File: src/rtl/div_pkg.sv
// div_pkg: shared state encoding and default width for the restoring divider
package div_pkg;
  localparam int ANCHO_DEF = 5;
  typedef enum logic [1:0] {IDLE, CALC, FIN} estado_t;
endpackage

File: src/rtl/restador_nb.sv
// restador_nb: N-bit unsigned subtractor returning difference and borrow
module restador_nb #(
  parameter int N = 6
) (
  input  logic [N-1:0] a,
  input  logic [N-1:0] b,
  output logic [N-1:0] dif,
  output logic         borrow
);
  assign {borrow, dif} = {1'b0, a} - {1'b0, b};
endmodule

File: src/rtl/divisor_restas.sv
// divisor_restas: restoring shift-subtract unsigned divider, one quotient bit per cycle
module divisor_restas
  import div_pkg::*;
#(
  parameter int ANCHO = ANCHO_DEF
) (
  input  logic             clk,
  input  logic             rst_n,
  input  logic             inicio,
  input  logic [ANCHO-1:0] dividendo,
  input  logic [ANCHO-1:0] divisor,
  output logic             ocupado,
  output logic             listo,
  output logic [ANCHO-1:0] cociente,
  output logic [ANCHO-1:0] residuo,
  output logic             div_cero
);
  localparam int CW = ANCHO > 1 ? $clog2(ANCHO) : 1;
  estado_t          estado;
  logic [CW-1:0]    cnt;
  logic [ANCHO-1:0] p, dvd, dsr, p_nx, q_nx;
  logic [ANCHO:0]   sh, dif, qsh;
  logic             borrow, unused;
  // dvd shifts out dividend bits at the top while quotient bits enter at the bottom
  assign sh   = {p, dvd[ANCHO-1]};
  assign qsh  = {dvd, ~borrow};
  assign q_nx = qsh[ANCHO-1:0];
  assign p_nx = borrow ? sh[ANCHO-1:0] : dif[ANCHO-1:0];
  assign unused = dif[ANCHO];
  restador_nb #(.N(ANCHO + 1)) u_res (
    .a      (sh),
    .b      ({1'b0, dsr}),
    .dif    (dif),
    .borrow (borrow)
  );
  always_ff @(posedge clk or negedge rst_n) begin
    if (!rst_n) begin
      estado   <= IDLE;
      cnt      <= '0;
      p        <= '0;
      dvd      <= '0;
      dsr      <= '0;
      ocupado  <= 1'b0;
      listo    <= 1'b0;
      cociente <= '0;
      residuo  <= '0;
      div_cero <= 1'b0;
    end else begin
      case (estado)
        IDLE: if (inicio) begin
          dvd     <= dividendo;
          dsr     <= divisor;
          p       <= '0;
          cnt     <= CW'(ANCHO - 1);
          ocupado <= 1'b1;
          if (divisor == '0) begin
            estado   <= FIN;
            listo    <= 1'b1;
            cociente <= '1;
            residuo  <= dividendo;
            div_cero <= 1'b1;
          end else begin
            estado   <= CALC;
            div_cero <= 1'b0;
          end
        end
        CALC: begin
          p   <= p_nx;
          dvd <= q_nx;
          cnt <= cnt - 1'b1;
          if (cnt == '0) begin
            estado   <= FIN;
            listo    <= 1'b1;
            cociente <= q_nx;
            residuo  <= p_nx;
          end
        end
        FIN: begin
          estado  <= IDLE;
          listo   <= 1'b0;
          ocupado <= 1'b0;
        end
        default: estado <= IDLE;
      endcase
    end
  end
endmodule

File: config.mk
export PLATFORM = sky130hd
export DESIGN_NAME = divisor_restas
export DESIGN_NICKNAME = d
export VERILOG_FILES = /design/src/rtl/div_pkg.sv /design/src/rtl/restador_nb.sv /design/src/rtl/divisor_restas.sv
export SDC_FILE = /design/constraint.sdc
export NUM_CORES = 1
export LEC_CHECK = 0
export ABC_AREA = 1
export ABC_CLOCK_PERIOD_IN_PS = 2200
export CORE_ASPECT_RATIO = 0.7
export CORE_UTILIZATION = 48
export DETAILED_ROUTE_END_ITERATION = 10
export PLACE_DENSITY = 0.72
export RECOVER_POWER = 100
export SLEW_MARGIN = 40
export SYNTH_ARGS = -nofsm -noshare
export SYNTH_HDL_FRONTEND = slang
export SYNTH_HIERARCHICAL = 1
export SYNTH_SLANG_ARGS = --single-unit
File: constraint.sdc
create_clock -name clk -period 2.2 [get_ports clk]
set_input_delay 0.44 -clock clk [delete_from_list [all_inputs] [get_ports clk]]
set_output_delay 0.44 -clock clk [all_outputs]
set_load 0.01 [all_outputs]
==> metrics.yaml <==
outcome: "complete, no violations"
hp-start: "cociente[4]$_DFFE_PN0P_"
numCtsBuffers: 5
drive_above_1_share_pct: 6.32
relSlewSlack_pct: 46.7
avgSynthCellArea_um2: 7.76
min_period_ns: 2.00
clk_pin_slew_worst_paths_ns: 0.06
start_util_pct: 52.4
crit_type: "reg -> reg"
start_kind: "flop"
gp_congestion: 0.795
grt_usage_pct: 21.4
grt_pass1_vias: 1378
antenna_found_initial: 0
globalRouteOverflowTotal: 0
endpoint_kind: "flop"
setup_viol_count_final: 0
hold_end: "cociente[4]$_DFFE_PN0P_"
grt_max_degree: 34
fp.dieW_um: 73.5
first_iter_violations: 73
finish.net_count: 275
power.net_switching_uw: 1430
p_per_area_nw_per_um2: 1570
syn_inst: 221
netlist_area_um2: 1720
yosys_warnings: 6
hold_path_depth: 2
dieHeight_um: 52.0
multi_input_area_um2: 752
drc: 0
core_area_um2: 3280
reg2reg_depth: 14
die_area_um2: 3820
cp_max_fo: 7
maxCapViolCount: 0
grt_pass1_wl_mm: 6.02
area_delta_synth_final_pct: 22.8
ios: 26
dpl.cell_count: 292
r2r_setup_slack_ns: 0.20
wirelength_mm: 3.46
clock.fmax_ghz: 0.501
min_path_type: "reg -> reg"
required_ns: 2.42
regArea_um2: 826
rr_endpoint: "residuo[2]$_DFFE_PN0P_"
critical_path_arrival_ns: 2.22
p_sw_share_pct: 43.2
irDropWorstVdd_mv: 0.806
pwr-share-comb_pct: 54.4
cts_tree: "done"
finalWorstSetupSlack_ns: 0.203
viasPerCell: 4.79
clock-sinks: 33
finalSetupTns_ns: 0
cellLeakagePower_uw: 0.00115
p_seq_share_pct: 31.9
clockPowerShare_pct: 13.7
finalMaxSlewViolations: 0
io_buffers: 25
ant_nets: 0
wl_per_cell_um: 11.5
dp_slack_ns: 0.0755
syn-num-nets: 243
ctsLongestPathBuffers: 2
max_slew.worst_pin.slew_ns: 0.800
row_count: 17
vias: 1436
rr_startpoint: "dvd[4]$_DFFE_PN0P_"
layoutNonFillerInstCount: 300
first_pass_iters: 4
internal_power_uw: 1880
htree_levels: 2
insertion_delay_ns: 0.28
num-fill-cells: 315
hold_violations: 0
dp_hpwl_mm: 2.60
finClkSkew_ns: 0.00421
cts-root-buf: "clkbuf_8"
antenna_cells: 0
period_share_pct: 90.8
flip-flops by register name, indices dropped and copies added (netlist names):
signal / flops
cociente: 5
div_cero: 1
p: 5
ocupado: 1
cnt: 3
dvd: 5
estado: 2
listo: 1
residuo: 5
dsr: 5
placed cells by master (no fill, tap or decap), drive strengths merged:
cell / n
clkdlybuf4s50: 10
buf: 3
conb: 1
clkbuf: 9
xnor2: 1
o22ai: 1
inv: 25
xor2: 2
nand3: 12
o21ai: 15
o21a: 1
dfrtp: 33
a21boi: 1
dlygate4sd3: 15
clkinv: 1
ha: 8
fa: 1
nor2: 7
a21oi: 3
nand2: 104
what timing repair did:
| action | CTS | global route |
|---|---|---|
| setup endpoints to repair | 0 | 12 |
| hold buffers | 0 | 0 |
| hold endpoints to repair | 0 | 0 |
| gates resized for setup | 0 | 6 |
| setup buffers | 0 | 1 |
final cells by class:
| cell class | instances | share of cell area [%] |
|---|---|---|
| well taps | 47 | 2.79 |
| flip-flops and latches | 33 | 39.2 |
| clock buffers | 7 | 4.10 |
| multi-input cells | 157 | 35.7 |
| repair buffers | 30 | 13.5 |
| inverters | 26 | 4.63 |
layer usage:
layer	GRT usage, %	vias up	wire [µm]
met5	0	-	0
met1	29.8	667	1780
met4	5.77	0	34
met2	33.0	22	1500
li1	-	743	-
met3	5.81	4	132
worst max path at each step:
stage | end | slack, ns | from | depth (start not counted)
final | residuo[2]$_DFFE_PN0P_ | 0.20 | dvd[4]$_DFFE_PN0P_ | 14
after detailed placement | residuo[3]$_DFFE_PN0P_ | 0.08 | dvd[4]$_DFFE_PN0P_ | 14
after floorplan | residuo[1]$_DFFE_PN0P_ | 0.14 | dvd[4]$_DFFE_PN0P_ | 15
after global placement | residuo[3]$_DFFE_PN0P_ | 0.10 | dvd[4]$_DFFE_PN0P_ | 14
after global routing | residuo[3]$_DFFE_PN0P_ | -0.001 | dvd[4]$_DFFE_PN0P_ | 14
after CTS | residuo[3]$_DFFE_PN0P_ | 0.05 | dvd[4]$_DFFE_PN0P_ | 14
stage by stage:
step / total power (µW) / hold slack (ns) / area (µm²) / util (%)
4_1_cts: 3360 / 0.474 / 2110 / 64.4
2_1_floorplan: 2320 / 0.144 / 1720 / -
3_5_place_dp: 2880 / 0.458 / 2020 / 61.7
3_3_place_gp: 2840 / 0.457 / 2020 / 61.7
5_1_grt: 3650 / 0.490 / 2110 / 64.3
6_report: 3300 / 0.465 / 2110 / 64.3
power groups by stage:
stage,clock [µW],sequential [µW],combinational (µW)
floorplan,0,1100,1220
global placement,0,1070,1770
detailed placement,0,1080,1810
CTS,464,1070,1820
global route,495,1090,2060
finish,452,1050,1800
critical path, stage by stage (launching register included):
cell and delay [ns]:
dfrtp_1 0.38, inv_1 0.06, ha_1 0.16, inv_1 0.06
fa_2 0.35, nand3_1 0.09, nand2_2 0.07, a21boi_2 0.19
buf_6 0.14, nand2_1 0.05, nand2_1 0.06, nand2_1 0.07
nand2_1 0.07, nand3_1 0.09, nand2_1 0.10
Power figures use the tool's default switching activity.
